<file path="config.mk">
export PLATFORM = sky130hd
export DESIGN_NAME = phase_ctrl
export DESIGN_NICKNAME = d
export VERILOG_FILES = /design/src/rtl/phase_ctrl_pkg.sv /design/src/rtl/phase_ctrl_wrap_counter.sv /design/src/rtl/phase_ctrl.sv
export SDC_FILE = /design/constraint.sdc
export NUM_CORES = 1
export LEC_CHECK = 0
export ABC_CLOCK_PERIOD_IN_PS = 2800
export CORE_UTILIZATION = 40
export DETAILED_ROUTE_END_ITERATION = 8
export PLACE_DENSITY = 0.76
export SETUP_SLACK_MARGIN = 0.05
export SYNTH_ARGS = -nofsm -noshare
export SYNTH_HDL_FRONTEND = slang
export SYNTH_HIERARCHICAL = 1
export SYNTH_SLANG_ARGS = --single-unit
</file>
<file path="constraint.sdc">
create_clock -name clock -period 2.8 [get_ports clock]
set_clock_uncertainty 0.2 [all_clocks]
set_input_delay 0.56 -clock clock [delete_from_list [all_inputs] [get_ports clock]]
set_output_delay 0.56 -clock clock [all_outputs]
set_load 0.05 [all_outputs]
</file>
<file path="src/rtl/phase_ctrl_pkg.sv">
// ============================================================================
// Module      : phase_ctrl_pkg
// Description : Shared state encoding, stage enables, memwrite codes and the
//               halt-instruction constants for the phase controller.
// Revision    : 1.0 - initial release
// ============================================================================
`default_nettype none

package phase_ctrl_pkg;

  typedef enum logic [2:0] {
    S_IDLE   = 3'd0,
    S_FETCH  = 3'd1,
    S_DECODE = 3'd2,
    S_EXEC   = 3'd3,
    S_MEM    = 3'd4,
    S_WB     = 3'd5,
    S_HALT   = 3'd6
  } state_t;

  localparam logic [4:0] c_phase_none   = 5'b00000;
  localparam logic [4:0] c_phase_fetch  = 5'b00001;
  localparam logic [4:0] c_phase_decode = 5'b00010;
  localparam logic [4:0] c_phase_exec   = 5'b00100;
  localparam logic [4:0] c_phase_mem    = 5'b01000;
  localparam logic [4:0] c_phase_wb     = 5'b10000;

  localparam logic [1:0] c_mw_none  = 2'b00;
  localparam logic [1:0] c_mw_read  = 2'b01;
  localparam logic [1:0] c_mw_store = 2'b10;

  localparam logic [1:0] c_hlt_class  = 2'b11;
  localparam logic [3:0] c_hlt_opcode = 4'hF;

  function automatic logic is_hlt(input logic [1:0] cls, input logic [3:0] opc);
    return (cls == c_hlt_class) && (opc == c_hlt_opcode);
  endfunction

  // Code 11 is reserved and behaves like "no memory access".
  function automatic logic is_mem_access(input logic [1:0] mw);
    return (mw == c_mw_read) || (mw == c_mw_store);
  endfunction

endpackage

`default_nettype wire

</file>
<file path="src/rtl/phase_ctrl_wrap_counter.sv">
// ============================================================================
// Module      : wrap_counter
// Description : Free-running modulo-2^WIDTH counter with synchronous
//               active-low clear and count enable.
// Revision    : 1.0 - initial release
// ============================================================================
`default_nettype none

module wrap_counter #(
  parameter int WIDTH = 16
) (
  input  logic             clock,
  input  logic             clear_n,
  input  logic             enable,
  output logic [WIDTH-1:0] count
);

  logic [WIDTH-1:0] r_count;

  always_ff @(posedge clock) begin
    if (!clear_n) begin
      r_count <= '0;
    end else if (enable) begin
      r_count <= r_count + {{(WIDTH-1){1'b0}}, 1'b1};
    end
  end

  assign count = r_count;

endmodule

`default_nettype wire

</file>
<file path="src/rtl/phase_ctrl.sv">
// ============================================================================
// Module      : phase_ctrl
// Description : Multi-cycle instruction sequencer driving one-hot stage
//               enables, memory handshake and a retired-instruction count.
// Revision    : 1.0 - initial release
// ============================================================================
`default_nettype none

module phase_ctrl
  import phase_ctrl_pkg::*;
#(
  parameter int CNT_W = 16
) (
  input  logic             clock,
  input  logic             reset_n,
  input  logic             start,
  input  logic [15:0]      command,
  input  logic [1:0]       memwrite,
  input  logic             writereg,
  input  logic             mem_ready,
  output logic [4:0]       phase_en,
  output logic             mem_req,
  output logic             pc_write,
  output logic             reg_write_en,
  output logic             busy,
  output logic             halted,
  output logic [CNT_W-1:0] instr_count
);

  state_t r_state;
  state_t w_next;
  logic   w_hlt;
  logic   w_mem_access;
  logic   w_retire;

  assign w_hlt        = is_hlt(command[15:14], command[7:4]);
  assign w_mem_access = is_mem_access(memwrite);

  always_ff @(posedge clock) begin
    if (!reset_n) begin
      r_state <= S_IDLE;
    end else begin
      r_state <= w_next;
    end
  end

  always_comb begin
    w_next = r_state;
    unique case (r_state)
      S_IDLE:   if (start)      w_next = S_FETCH;
      S_FETCH:  if (mem_ready)  w_next = S_DECODE;
      S_DECODE: w_next = w_hlt ? S_HALT : S_EXEC;
      S_EXEC:   w_next = w_mem_access ? S_MEM : S_WB;
      S_MEM:    if (mem_ready)  w_next = S_WB;
      S_WB:     w_next = S_FETCH;
      S_HALT:   w_next = S_HALT;
      default:  w_next = S_IDLE;
    endcase
  end

  // Outputs decode the state register only; writereg qualifies the WB strobe.
  always_comb begin
    phase_en     = c_phase_none;
    mem_req      = 1'b0;
    pc_write     = 1'b0;
    reg_write_en = 1'b0;
    busy         = 1'b0;
    halted       = 1'b0;
    w_retire     = 1'b0;
    unique case (r_state)
      S_IDLE: ;
      S_FETCH: begin
        phase_en = c_phase_fetch;
        mem_req  = 1'b1;
        busy     = 1'b1;
      end
      S_DECODE: begin
        phase_en = c_phase_decode;
        busy     = 1'b1;
      end
      S_EXEC: begin
        phase_en = c_phase_exec;
        busy     = 1'b1;
      end
      S_MEM: begin
        phase_en = c_phase_mem;
        mem_req  = 1'b1;
        busy     = 1'b1;
      end
      S_WB: begin
        phase_en     = c_phase_wb;
        pc_write     = 1'b1;
        reg_write_en = writereg;
        busy         = 1'b1;
        w_retire     = 1'b1;
      end
      S_HALT: halted = 1'b1;
      default: ;
    endcase
  end

  wrap_counter #(
    .WIDTH (CNT_W)
  ) u_instr_counter (
    .clock   (clock),
    .clear_n (reset_n),
    .enable  (w_retire),
    .count   (instr_count)
  );

endmodule

`default_nettype wire

</file>
==> run_summary.xml, run 1 <==
<?xml version="1.0" encoding="UTF-8"?>
<metrics>
  <group name="power_and_ir_drop">
    <metric name="worst_ir_drop_vdd" unit="mV">0.503</metric>
    <metric name="power_density" unit="nW/um^2">499</metric>
    <metric name="post-layout-total-power" unit="uW">724</metric>
    <metric name="power_leakage" unit="uW">0.000556</metric>
  </group>
  <group name="logic_synthesis">
    <metric name="ys_warn_count" unit="">6</metric>
    <metric name="postSynthRegisterBits" unit="">19</metric>
    <metric name="post_synth_net_total" unit="">144</metric>
    <metric name="netlist_instances" unit="">120</metric>
    <metric name="ys_seq_area_share" unit="%">37.3</metric>
    <metric name="syn-mean-instance-area" unit="um^2">8.51</metric>
    <metric name="netlist-cell-type-count" unit="">35</metric>
    <metric name="synthesis.area" unit="um^2">1020</metric>
  </group>
  <group name="grt">
    <metric name="grt_pass1_vias" unit="">884</metric>
    <metric name="grt_antenna_before_repair" unit="">0</metric>
    <metric name="grtUsageTotal" unit="%">17.8</metric>
    <metric name="residual_overflow_from_global_routing" unit="">0</metric>
    <metric name="grt_start_max_net_pins" unit="">14</metric>
    <metric name="grt_first_pass_wirelength" unit="um">3550</metric>
  </group>
  <group name="cells_and_area">
    <metric name="areaGrowthSynthToFinish" unit="%">42.0</metric>
    <metric name="fraction_of_final_layout_cells_with_drive_strength_greater_than_1" unit="%">11.4</metric>
    <metric name="layout_commonest_cell" unit="">sky130_fd_sc_hd__clkdlybuf4s50_1</metric>
    <metric name="register_area" unit="um^2">380</metric>
    <metric name="final_cell_mix" unit="">sky130_fd_sc_hd__clkdlybuf4s50_1 (29), sky130_fd_sc_hd__dfxtp_1 (19), sky130_fd_sc_hd__nor2_1 (16), sky130_fd_sc_hd__nand2_1 (12)</metric>
    <metric name="final_nets" unit="">183</metric>
    <metric name="antenna_cells" unit="">0</metric>
    <metric name="multi_input_area" unit="um^2">596</metric>
    <metric name="filler_cell_count" unit="">217</metric>
  </group>
  <group name="min_path">
    <metric name="timing.hold.worst.class" unit="">reg -&gt; reg</metric>
    <metric name="timing.hold.worst_endpoint" unit="">u_instr_counter/count[15]</metric>
    <metric name="hold_path_startpoint" unit="">u_instr_counter/count[15]</metric>
    <metric name="hold_path_depth" unit="">2</metric>
  </group>
  <group name="timing">
    <metric name="relSlewSlack" unit="%">65.7</metric>
    <metric name="period_minus_slack" unit="ns">2.61</metric>
    <metric name="achievable-frequency" unit="MHz">383</metric>
    <metric name="final-setup-viol-count" unit="">0</metric>
    <metric name="tightestPinTransition" unit="ns">0.512</metric>
    <metric name="finalHoldViolations" unit="">0</metric>
    <metric name="unrepaired_setup_endpoints_after_global_routing" unit="">false</metric>
    <metric name="fin_setup_tns" unit="ns">0</metric>
    <metric name="maxSlewViolCount" unit="">0</metric>
    <metric name="final_cycle_share" unit="%">93.4</metric>
  </group>
  <group name="cts">
    <metric name="worst_skew_pair.late_latency" unit="ns">0.30</metric>
    <metric name="cts_tree" unit="">built</metric>
    <metric name="worst_setup_hold_path_clk_slew" unit="ns">0.11</metric>
    <metric name="cts-buffers-inserted" unit="">3</metric>
    <metric name="clkSinkCount" unit="">19</metric>
    <metric name="clockRootBuffer" unit="">sky130_fd_sc_hd__clkbuf_4</metric>
    <metric name="maximum_buffer_depth_of_the_clock_tree" unit="">2</metric>
    <metric name="h-tree-depth" unit="">1</metric>
  </group>
  <group name="critical_path">
    <metric name="crit_fanout" unit="">9</metric>
    <metric name="ff2ff_path_depth" unit="">6</metric>
    <metric name="worst-endpoint-required" unit="ns">2.04</metric>
    <metric name="timing_worst_setup_path_type" unit="">reg -&gt; out</metric>
    <metric name="critical_path.endpoint_type" unit="">primary output</metric>
    <metric name="rrSetupSlack" unit="ns">0.53</metric>
    <metric name="critical_path.reg2reg.startpoint" unit="">r_state[2]</metric>
    <metric name="arrival" unit="ns">1.85</metric>
    <metric name="critPathLaunchType" unit="">flop</metric>
    <metric name="crit-reg2reg-capture" unit="">u_instr_counter/count[13]</metric>
  </group>
  <group name="placement">
    <metric name="count_of_buffers_inserted_at_the_top_level_ports" unit="">38</metric>
    <metric name="hpwlAfterDp" unit="um">1660</metric>
    <metric name="gpl.final_weighted_congestion" unit="">0.738</metric>
  </group>
  <group name="route">
    <metric name="route.final.wire_length" unit="um">2180</metric>
    <metric name="drt_pass1_iterations" unit="">3</metric>
    <metric name="post_drt_via_cell_ratio" unit="">5.19</metric>
    <metric name="wl_per_cell" unit="um">11.7</metric>
    <metric name="drt_first_iter_violations" unit="">8</metric>
    <metric name="detail-route-antenna-nets" unit="">0</metric>
    <metric name="drcViolationCount" unit="">0</metric>
    <metric name="num_vias" unit="">966</metric>
  </group>
  <group name="floorplanning">
    <metric name="die_w" unit="um">52.5</metric>
    <metric name="floorplan.io_pins" unit="">49</metric>
    <metric name="initial_utilization" unit="%">44.0</metric>
    <metric name="die_ar" unit="um^2">2760</metric>
    <metric name="coreArea" unit="um^2">2320</metric>
    <metric name="chipHeight" unit="um">52.5</metric>
    <metric name="std_cell_rows" unit="">17</metric>
  </group>
  <group name="status">
    <metric name="outcome" unit="">finished, final reports clean</metric>
  </group>
  <group name="run">
    <metric name="maxCapViolations" unit="">0</metric>
  </group>
</metrics>
[worst max-delay path by stage]
stage,startpoint,end,slack [ns],cells after the start
final,r_state[2],phase_en[3],0.19,3
after global routing,r_state[2],phase_en[3],0.08,3
after CTS,r_state[0],phase_en[2],0.08,3
after detailed placement,r_state[1],phase_en[1],0.36,3
after global placement,r_state[1],halted,0.39,3
after floorplan,r_state[1],u_instr_counter/count[13],0.27,6
[kinds of logic (layout without fill, tap and decap cells)]
group | after synthesis | count (layout) | synth area share, %
flip-flops | 19 | 19 | 37.3
adder cells (fa/ha/maj) | 1 | 1 | 1.23
AND/OR/NAND/NOR | 60 | 60 | 33.3
AO/OA/AOI/OAI | 12 | 12 | 7.84
multiplexers | 5 | 5 | 5.39
XOR/XNOR | 11 | 11 | 9.44
buffers and inverters | 12 | 50 | 5.52
[Yosys cell counts]
cell type / n / area share (%)
sky130_fd_sc_hd__a21oi_1: 5 / 2.5
sky130_fd_sc_hd__nor4_4: 1 / 2.1
sky130_fd_sc_hd__ha_1: 1 / 1.2
sky130_fd_sc_hd__o211ai_1: 1 / 0.74
sky130_fd_sc_hd__or2_2: 2 / 1.2
sky130_fd_sc_hd__nor4_1: 3 / 1.8
sky130_fd_sc_hd__or3b_4: 1 / 1.1
sky130_fd_sc_hd__o311a_1: 1 / 0.98
sky130_fd_sc_hd__nor2_1: 16 / 5.9
sky130_fd_sc_hd__xnor2_1: 7 / 6.0
sky130_fd_sc_hd__or3b_1: 1 / 0.86
sky130_fd_sc_hd__inv_1: 7 / 2.6
sky130_fd_sc_hd__o21ai_0: 2 / 0.98
sky130_fd_sc_hd__mux2_4: 1 / 1.5
sky130_fd_sc_hd__or3_2: 1 / 0.74
sky130_fd_sc_hd__nor3b_1: 2 / 1.5
sky130_fd_sc_hd__nor3_1: 4 / 2.0
sky130_fd_sc_hd__nand4_4: 1 / 2.1
sky130_fd_sc_hd__buf_6: 1 / 1.1
sky130_fd_sc_hd__clkbuf_1: 3 / 1.1
sky130_fd_sc_hd__nand4_1: 3 / 1.8
sky130_fd_sc_hd__o32a_1: 1 / 0.98
sky130_fd_sc_hd__nor2b_1: 1 / 0.61
sky130_fd_sc_hd__mux2i_1: 4 / 3.9
sky130_fd_sc_hd__nand2_1: 12 / 4.4
sky130_fd_sc_hd__buf_4: 1 / 0.74
sky130_fd_sc_hd__nand3_1: 4 / 2.0
sky130_fd_sc_hd__dfxtp_1: 19 / 37
sky130_fd_sc_hd__nand2b_1: 4 / 2.5
sky130_fd_sc_hd__xor2_1: 4 / 3.4
sky130_fd_sc_hd__and2_1: 2 / 1.2
sky130_fd_sc_hd__and3_2: 1 / 0.74
sky130_fd_sc_hd__o32ai_1: 1 / 0.86
sky130_fd_sc_hd__o41ai_1: 1 / 0.86
sky130_fd_sc_hd__nor4b_1: 1 / 0.86
[registers in the layout, indices dropped and copies added (netlist names)]
name and cells:
r_state 3, u_instr_counter/count 16
[metrics by stage]
| stage | setup WS, ns | utilization, % | cell area, um^2 | hold slack, ns | std cells |
|---|---|---|---|---|---|
| finish | 0.186 | 62.5 | 1450 | 0.283 | 186 |
| global placement | 0.393 | 61.5 | 1430 | 0.257 | 182 |
| detailed placement | 0.363 | 61.5 | 1430 | 0.262 | 182 |
| floorplan | 0.269 | - | 1030 | 0.382 | 120 |
| CTS | 0.0819 | 62.4 | 1450 | 0.278 | 186 |
| global route | 0.0758 | 62.5 | 1450 | 0.308 | 186 |
[report_power, final]
part           total (uW)  switching (uW)  internal [uW]
registers             313            30.7            282
logic                 273             165            108
clock network         138            82.8           55.5
total                 724             279            445
[layout make-up]
type / count / area share (%)
multi-input combinational: 89 / 41.1
timing repair buffer: 39 / 26.7
sequential: 19 / 26.2
tap: 28 / 2.42
clock buffer: 4 / 1.81
inverter: 7 / 1.81
[timing repair]
action                                  in CTS  in global routing
buffers inserted                             0                  0
endpoints found under the setup margin       3                  1
gates resized for setup                      3                  1
hold buffers                                 0                  0
[critical path: stages, from the launching register on]
cell	delay, ns
sky130_fd_sc_hd__dfxtp_1	0.51
sky130_fd_sc_hd__nand2b_1	0.14
sky130_fd_sc_hd__nor2_1	0.10
sky130_fd_sc_hd__clkdlybuf4s50_1	0.81
[layer usage]
| metal | global-route usage, % | wire [um] | part of all wire (%) |
|---|---|---|---|
| met1 | 18.4 | 936 | 43 |
| met2 | 32.5 | 1090 | 50 |
| met3 | 6.09 | 121 | 5.6 |
| met4 | 6.58 | 27 | 1.2 |
| met5 | 0 | 0 | 0 |
Power figures use the tool's default switching activity.
==> run 2: changes to the inputs <==
Settings changed: CORE_MARGIN set to 2.
==> run 2 against run 1 <==
Compared with the run above: clock power about the same; wire length increased by 5.2%; sequential share of layout area decreased by 0.20 points; non-clock buffer count unchanged; combinational power increased by 2%; sequential power about the same; global-route usage decreased by 0.42 points; design area increased by 0.78%; flip-flop and latch count unchanged; critical path type unchanged; critical endpoint is now reg_write_en; largest power group unchanged.
==> run_summary.xml, run 2 (same netlist as run 1, synthesis figures left out) <==
<?xml version="1.0" encoding="UTF-8"?>
<metrics>
  <group name="cells_and_area">
    <metric name="antenna_cells" unit="">0</metric>
    <metric name="stdcell_area" unit="um^2">1460</metric>
    <metric name="filler_cell_count" unit="">241</metric>
    <metric name="fraction_of_final_layout_cells_with_drive_strength_greater_than_1" unit="%">11.4</metric>
    <metric name="largest_register_ffs" unit="">16</metric>
    <metric name="final_nets" unit="">183</metric>
    <metric name="final_cell_mix" unit="">sky130_fd_sc_hd__clkdlybuf4s50_1 (28), sky130_fd_sc_hd__dfxtp_1 (19), sky130_fd_sc_hd__nor2_1 (16), sky130_fd_sc_hd__nand2_1 (12)</metric>
    <metric name="postLayoutCoreUtil" unit="%">59.5</metric>
    <metric name="layout_commonest_cell" unit="">sky130_fd_sc_hd__clkdlybuf4s50_1</metric>
    <metric name="areaGrowthSynthToFinish" unit="%">43.1</metric>
  </group>
  <group name="critical_path">
    <metric name="slowest_cell_delay_on_critical_path" unit="ns">0.54</metric>
    <metric name="worstPathCellList" unit="">inv_1 &gt; nor3b_4 &gt; buf_4 &gt; and2_1 &gt; buf_12</metric>
    <metric name="critical_path.endpoint_type" unit="">primary output</metric>
    <metric name="crit_fanout" unit="">9</metric>
    <metric name="worst_path_dominant_cell_family" unit="">flip-flops</metric>
    <metric name="timing_worst_setup_path_type" unit="">reg -&gt; out</metric>
    <metric name="crit_path_top_delay_cell" unit="">sky130_fd_sc_hd__dfxtp_1</metric>
    <metric name="rrSetupSlack" unit="ns">0.46</metric>
    <metric name="critical_path_buf_inv_count" unit="">3</metric>
    <metric name="worst-endpoint-required" unit="ns">2.04</metric>
    <metric name="critPathLaunchType" unit="">flop</metric>
    <metric name="arrival" unit="ns">1.82</metric>
  </group>
  <group name="route">
    <metric name="drt_first_iter_violations" unit="">7</metric>
    <metric name="drt_pass1_iterations" unit="">4</metric>
    <metric name="route.final.wire_length" unit="um">2290</metric>
    <metric name="drcViolationCount" unit="">0</metric>
    <metric name="num_vias" unit="">965</metric>
    <metric name="detail-route-antenna-nets" unit="">0</metric>
    <metric name="post_drt_via_cell_ratio" unit="">5.13</metric>
    <metric name="wl_per_cell" unit="um">12.2</metric>
  </group>
  <group name="run">
    <metric name="maxCapViolations" unit="">0</metric>
  </group>
  <group name="power_and_ir_drop">
    <metric name="worst_ir_drop_vdd" unit="mV">0.487</metric>
    <metric name="power_leakage" unit="uW">0.000589</metric>
    <metric name="swShare" unit="%">38.7</metric>
    <metric name="internal-power" unit="uW">448</metric>
    <metric name="power_density" unit="nW/um^2">500</metric>
    <metric name="combinationalPowerShare" unit="%">38.1</metric>
    <metric name="p_sw" unit="uW">283</metric>
    <metric name="sequentialPowerShare" unit="%">42.8</metric>
    <metric name="power.clock.fraction" unit="%">19.1</metric>
  </group>
  <group name="cts">
    <metric name="maximum_buffer_depth_of_the_clock_tree" unit="">2</metric>
    <metric name="worst_skew_pair.late_latency" unit="ns">0.30</metric>
    <metric name="clockRootBuffer" unit="">sky130_fd_sc_hd__clkbuf_4</metric>
    <metric name="worst_setup_hold_path_clk_slew" unit="ns">0.11</metric>
    <metric name="h-tree-depth" unit="">1</metric>
    <metric name="cts-buffers-inserted" unit="">3</metric>
    <metric name="cts_tree" unit="">built</metric>
    <metric name="clkSinkCount" unit="">19</metric>
  </group>
  <group name="floorplanning">
    <metric name="die_ar" unit="um^2">2970</metric>
    <metric name="initial_utilization" unit="%">41.6</metric>
    <metric name="std_cell_rows" unit="">18</metric>
    <metric name="coreArea" unit="um^2">2450</metric>
    <metric name="chipHeight" unit="um">54.5</metric>
    <metric name="floorplan.io_pins" unit="">49</metric>
    <metric name="die_w" unit="um">54.5</metric>
  </group>
  <group name="timing">
    <metric name="finalWorstSetupSlack" unit="ns">0.216</metric>
    <metric name="fin_hold_ws" unit="ns">0.282</metric>
    <metric name="finalHoldViolations" unit="">0</metric>
    <metric name="unrepaired_setup_endpoints_after_global_routing" unit="">false</metric>
    <metric name="final_cycle_share" unit="%">92.3</metric>
    <metric name="fin_setup_tns" unit="ns">0</metric>
    <metric name="tightestPinTransition" unit="ns">0.511</metric>
    <metric name="period_minus_slack" unit="ns">2.58</metric>
    <metric name="relSlewSlack" unit="%">65.9</metric>
    <metric name="final-setup-viol-count" unit="">0</metric>
    <metric name="maxSlewViolCount" unit="">0</metric>
    <metric name="achievable-frequency" unit="MHz">387</metric>
  </group>
  <group name="grt">
    <metric name="grt_antenna_before_repair" unit="">0</metric>
    <metric name="grt_pass1_vias" unit="">913</metric>
    <metric name="grt_first_pass_wirelength" unit="um">3770</metric>
    <metric name="residual_overflow_from_global_routing" unit="">0</metric>
    <metric name="grt_start_max_net_pins" unit="">14</metric>
    <metric name="grtUsageTotal" unit="%">17.3</metric>
  </group>
  <group name="placement">
    <metric name="post_dp_cell_area" unit="um^2">1430</metric>
    <metric name="hpwlAfterDp" unit="um">1710</metric>
    <metric name="count_of_buffers_inserted_at_the_top_level_ports" unit="">38</metric>
    <metric name="place_worst_setup_slack" unit="ns">0.356</metric>
    <metric name="gpl.final_weighted_congestion" unit="">0.720</metric>
  </group>
  <group name="min_path">
    <metric name="timing.hold.worst.class" unit="">reg -&gt; reg</metric>
  </group>
  <group name="status">
    <metric name="outcome" unit="">finished, final reports clean</metric>
  </group>
</metrics>
run 2: per-layer routing:
metal	share of wire (%)	global-route usage (%)	up-vias
met5	0	0	-
met4	0	6.67	0
met3	6.9	4.37	0
met2	48	30.1	34
met1	45	20.3	446
li1	-	-	485
run 2: power by group through the flow:
stage / registers [uW] / clock network (uW) / logic (uW)
detailed placement: 319 / 0 / 282
floorplan: 295 / 0 / 229
CTS: 313 / 148 / 281
finish: 313 / 140 / 278
global placement: 318 / 0 / 280
global route: 317 / 162 / 293
run 2: repair_timing:
action,CTS,global route
pin swaps,0,0
setup endpoints to repair,3,3
resized for setup,3,3
setup buffers,0,0
hold buffers,0,0
run 2: worst min-delay path: cells and delay by family (launching register included):
kind | cells | cell delay [ns]
mux | 1 | 0.06
simple gates | 1 | 0.05
flops | 1 | 0.33
run 2: final cells by class:
cell class / instances / area, um^2 / share of cell area [%]
sequential: 19 / 380 / 26.0
clock inverter: 1 / 5.00 / 0.342
inverter: 7 / 26.3 / 1.80
multi-input combinational: 89 / 596 / 40.8
timing repair buffer: 39 / 394 / 27.0
tap: 30 / 37.5 / 2.57
clock buffer: 3 / 22.5 / 1.54
run 2: worst paths after layout:
kind	from	end	cells after the start
worst max-delay path	r_state[2]	reg_write_en	5
worst min-delay path	u_instr_counter/count[15]	u_instr_counter/count[15]	2
worst max register to register	r_state[2]	u_instr_counter/count[13]	6
worst min register to register	u_instr_counter/count[15]	u_instr_counter/count[15]	2
run 2: metrics by stage:
step                std cells  power [uW]
floorplan                 120         524
global route              188         772
CTS                       188         741
global placement          184         597
finish                    188         731
detailed placement        184         601
==> run 3: changes to the inputs <==
Settings changed: ABC_CLOCK_PERIOD_IN_PS 2800 to 3200, PLACE_DENSITY 0.76 to 0.77, SYNTH_HIERARCHICAL 1 to not set.
Clock period 2.8 ns to 3.2 ns, I/O delays scaled along.
==> run 3 against run 2 <==
Compared with the run above: first-iteration DRC count increased by 130%; synthesized area decreased by 5.3%; synthesized cell count decreased by 2.5%; die area decreased by 4.9%; sequential power decreased by 21%; critical path depth unchanged; combinational power decreased by 70%; core utilization increased by 2.2 points; non-clock buffer count decreased by 1; critical endpoint is now mem_req; largest cell class unchanged.
==> run_summary.xml, run 3 <==
<?xml version="1.0" encoding="UTF-8"?>
<metrics>
  <group name="logic_synthesis">
    <metric name="ys_top_cells_by_area" unit="">sky130_fd_sc_hd__dfxtp_1 (39%), sky130_fd_sc_hd__nand2_1 (5.0%), sky130_fd_sc_hd__xnor2_1 (4.5%), sky130_fd_sc_hd__xor2_1 (4.5%), sky130_fd_sc_hd__nor2_1 (3.9%)</metric>
    <metric name="ys_seq_area_share" unit="%">39.3</metric>
    <metric name="netlist_instances" unit="">117</metric>
    <metric name="synthesis.area" unit="um^2">967</metric>
    <metric name="synth_top_cell_by_area" unit="">sky130_fd_sc_hd__dfxtp_1</metric>
    <metric name="postSynthRegisterBits" unit="">19</metric>
    <metric name="netlist_top_cells_count" unit="">sky130_fd_sc_hd__dfxtp_1 (19), sky130_fd_sc_hd__nand2_1 (13), sky130_fd_sc_hd__nor2_1 (10)</metric>
    <metric name="synth-main-ff-cell" unit="">sky130_fd_sc_hd__dfxtp_1</metric>
    <metric name="post_synth_net_total" unit="">141</metric>
    <metric name="synthDominantCellAreaShare" unit="%">39.3</metric>
    <metric name="ys_warn_count" unit="">0</metric>
    <metric name="netlist-cell-type-count" unit="">32</metric>
    <metric name="synth_edf_count" unit="">0</metric>
    <metric name="synth-async-reset-ratio" unit="%">0</metric>
    <metric name="syn-mean-instance-area" unit="um^2">8.27</metric>
    <metric name="synth.most_common_cell" unit="">sky130_fd_sc_hd__dfxtp_1</metric>
  </group>
  <group name="power_and_ir_drop">
    <metric name="power.clock.fraction" unit="%">26.7</metric>
    <metric name="internal-power" unit="uW">324</metric>
    <metric name="power_leakage" unit="uW">0.000520</metric>
    <metric name="p_sw" unit="uW">127</metric>
    <metric name="swShare" unit="%">28.1</metric>
    <metric name="sequentialPowerShare" unit="%">54.9</metric>
    <metric name="worst_ir_drop_vdd" unit="mV">0.205</metric>
    <metric name="combinationalPowerShare" unit="%">18.4</metric>
    <metric name="power_density" unit="nW/um^2">325</metric>
  </group>
  <group name="status">
    <metric name="outcome" unit="">finished, final reports clean</metric>
  </group>
  <group name="critical_path">
    <metric name="crit_fanout" unit="">7</metric>
    <metric name="worst-endpoint-required" unit="ns">2.36</metric>
    <metric name="critPathLaunchType" unit="">flop</metric>
    <metric name="timing_worst_setup_path_type" unit="">reg -&gt; out</metric>
    <metric name="critical_path.endpoint_type" unit="">primary output</metric>
    <metric name="arrival" unit="ns">2.14</metric>
  </group>
  <group name="grt">
    <metric name="globalRouteMet1Util" unit="%">21.2</metric>
    <metric name="residual_overflow_from_global_routing" unit="">0</metric>
    <metric name="grtUsageTotal" unit="%">17.6</metric>
    <metric name="grt.met3_usage" unit="%">2.82</metric>
    <metric name="grt_first_pass_wirelength" unit="um">3680</metric>
    <metric name="grt_start_max_net_pins" unit="">14</metric>
    <metric name="grt_antenna_before_repair" unit="">0</metric>
    <metric name="global_route.peak_usage_layer" unit="">met2</metric>
    <metric name="grt_pass1_vias" unit="">878</metric>
    <metric name="met2_global_route_usage" unit="%">30.6</metric>
  </group>
  <group name="floorplanning">
    <metric name="floorplan.io_pins" unit="">49</metric>
    <metric name="initial_utilization" unit="%">42.9</metric>
    <metric name="die_w" unit="um">53.2</metric>
    <metric name="die_ar" unit="um^2">2830</metric>
    <metric name="coreArea" unit="um^2">2250</metric>
    <metric name="chipHeight" unit="um">53.2</metric>
    <metric name="std_cell_rows" unit="">17</metric>
  </group>
  <group name="route">
    <metric name="drt_first_iter_violations" unit="">16</metric>
    <metric name="post_drt_via_cell_ratio" unit="">5.14</metric>
    <metric name="drt_pass1_iterations" unit="">4</metric>
    <metric name="wl_per_cell" unit="um">11.7</metric>
    <metric name="detail-route-antenna-nets" unit="">0</metric>
    <metric name="num_vias" unit="">941</metric>
    <metric name="route.final.wire_length" unit="um">2140</metric>
    <metric name="drcViolationCount" unit="">0</metric>
  </group>
  <group name="timing">
    <metric name="maxSlewViolCount" unit="">0</metric>
    <metric name="finalHoldViolations" unit="">0</metric>
    <metric name="finalWorstSetupSlack" unit="ns">0.219</metric>
    <metric name="final_cycle_share" unit="%">93.2</metric>
    <metric name="fin_setup_tns" unit="ns">0</metric>
    <metric name="relSlewSlack" unit="%">66.1</metric>
    <metric name="unrepaired_setup_endpoints_after_global_routing" unit="">false</metric>
    <metric name="achievable-frequency" unit="MHz">335</metric>
    <metric name="tightestPinTransition" unit="ns">0.507</metric>
    <metric name="final-setup-viol-count" unit="">0</metric>
    <metric name="period_minus_slack" unit="ns">2.98</metric>
  </group>
  <group name="placement">
    <metric name="count_of_buffers_inserted_at_the_top_level_ports" unit="">38</metric>
    <metric name="hpwlAfterDp" unit="um">1660</metric>
    <metric name="place_worst_setup_slack" unit="ns">0.363</metric>
    <metric name="gpl.final_weighted_congestion" unit="">0.769</metric>
  </group>
  <group name="cells_and_area">
    <metric name="final_nets" unit="">180</metric>
    <metric name="areaGrowthSynthToFinish" unit="%">43.9</metric>
    <metric name="register_area" unit="um^2">380</metric>
    <metric name="layout_commonest_cell" unit="">sky130_fd_sc_hd__clkdlybuf4s50_1</metric>
    <metric name="multi_input_area" unit="um^2">547</metric>
    <metric name="final_cell_mix" unit="">sky130_fd_sc_hd__clkdlybuf4s50_1 (38), sky130_fd_sc_hd__dfxtp_1 (19), sky130_fd_sc_hd__nand2_1 (13), sky130_fd_sc_hd__nor2_1 (10), sky130_fd_sc_hd__a21oi_1 (7)</metric>
    <metric name="antenna_cells" unit="">0</metric>
    <metric name="filler_cell_count" unit="">221</metric>
    <metric name="largest_register_ffs" unit="">16</metric>
    <metric name="fraction_of_final_layout_cells_with_drive_strength_greater_than_1" unit="%">4.52</metric>
  </group>
  <group name="cts">
    <metric name="clockRootBuffer" unit="">sky130_fd_sc_hd__clkbuf_4</metric>
    <metric name="cts_post_setup_buffers_inserted" unit="">0</metric>
    <metric name="h-tree-depth" unit="">1</metric>
    <metric name="clkSinkCount" unit="">19</metric>
    <metric name="cts.repair.resized" unit="">0</metric>
    <metric name="cts_hold_buffers" unit="">0</metric>
    <metric name="worst_skew_pair.late_latency" unit="ns">0.30</metric>
    <metric name="cts-buffers-inserted" unit="">3</metric>
    <metric name="worst_setup_hold_path_clk_slew" unit="ns">0.10</metric>
    <metric name="maximum_buffer_depth_of_the_clock_tree" unit="">2</metric>
    <metric name="cts_tree" unit="">built</metric>
  </group>
  <group name="min_path">
    <metric name="timing.hold.worst.class" unit="">reg -&gt; reg</metric>
  </group>
  <group name="run">
    <metric name="maxCapViolations" unit="">0</metric>
  </group>
</metrics>
==> run 3: cell types whose count changed after synthesis, moves of 3 or more <==
| cell | before | now |
|---|---|---|
| sky130_fd_sc_hd__nor2_1 | 16 | 10 |
| sky130_fd_sc_hd__o31ai_1 | 0 | 3 |
| sky130_fd_sc_hd__or3_1 | 0 | 4 |
| sky130_fd_sc_hd__and2_1 | 2 | 5 |
| sky130_fd_sc_hd__nand2b_1 | 4 | 1 |
==> run 3: critical path: stages, from the launching register on <==
cell and delay, ns:
sky130_fd_sc_hd__dfxtp_1 0.49, sky130_fd_sc_hd__inv_1 0.16, sky130_fd_sc_hd__nand2_1 0.13, sky130_fd_sc_hd__nor2_1 0.06
sky130_fd_sc_hd__or2_2 0.30, sky130_fd_sc_hd__clkdlybuf4s50_1 0.70
==> run 3: kinds of logic (layout without fill, tap and decap cells) <==
group / Yosys count / in the layout / share of synthesized area (%)
simple gates: 56 / 56 / 31.7
buf+inv: 10 / 48 / 4.14
mux: 3 / 3 / 3.23
fa+ha+maj: 1 / 1 / 1.29
compound gates: 18 / 18 / 11.3
xor+xnor: 10 / 10 / 9.06
flops: 19 / 19 / 39.3
==> run 3: layout make-up <==
| cell class | instances | share of cell area, % |
|---|---|---|
| Sequential cell | 19 | 27.3 |
| Timing Repair Buffer | 38 | 27.3 |
| Clock buffer | 4 | 1.89 |
| Inverter | 6 | 1.62 |
| Multi-Input combinational cell | 88 | 39.3 |
| Tap cell | 28 | 2.52 |
==> run 3: path summary, 6_finish.rpt <==
| check | from | endpoint | slack [ns] | depth (start not counted) |
|---|---|---|---|---|
| max | r_state[2] | mem_req | 0.22 | 5 |
| min | u_instr_counter.count[11] | u_instr_counter.count[11] | 0.31 | 2 |
| max reg2reg | r_state[0] | u_instr_counter.count[15] | 1.04 | 4 |
| min reg2reg | u_instr_counter.count[11] | u_instr_counter.count[11] | 0.31 | 2 |
==> run 3: power by group through the flow <==
stage | clock [uW] | combinational (uW) | sequential, uW
6_report | 121 | 83.1 | 248
3_5_place_dp | 0 | 83.2 | 253
5_1_grt | 136 | 89.5 | 249
3_3_place_gp | 0 | 82.7 | 253
4_1_cts | 123 | 83.6 | 248
2_1_floorplan | 0 | 55.3 | 247
==> run 3: stage by stage <==
stage               hold WS [ns]  cells  util (%)  power (uW)  cell area, um^2
detailed placement         0.301    179      60.5         336             1370
floorplan                  0.399    117         -         303              967
global route               0.341    183      61.7         475             1390
CTS                        0.315    183      61.7         454             1390
finish                     0.313    183      61.7         452             1390
global placement           0.255    179      60.5         336             1370
==> run 3: per-layer routing <==
metal	part of all wire, %	vias to the layer above
met5	0	-
li1	-	484
met4	1.8	0
met1	46	419
met3	6.3	5
met2	46	33
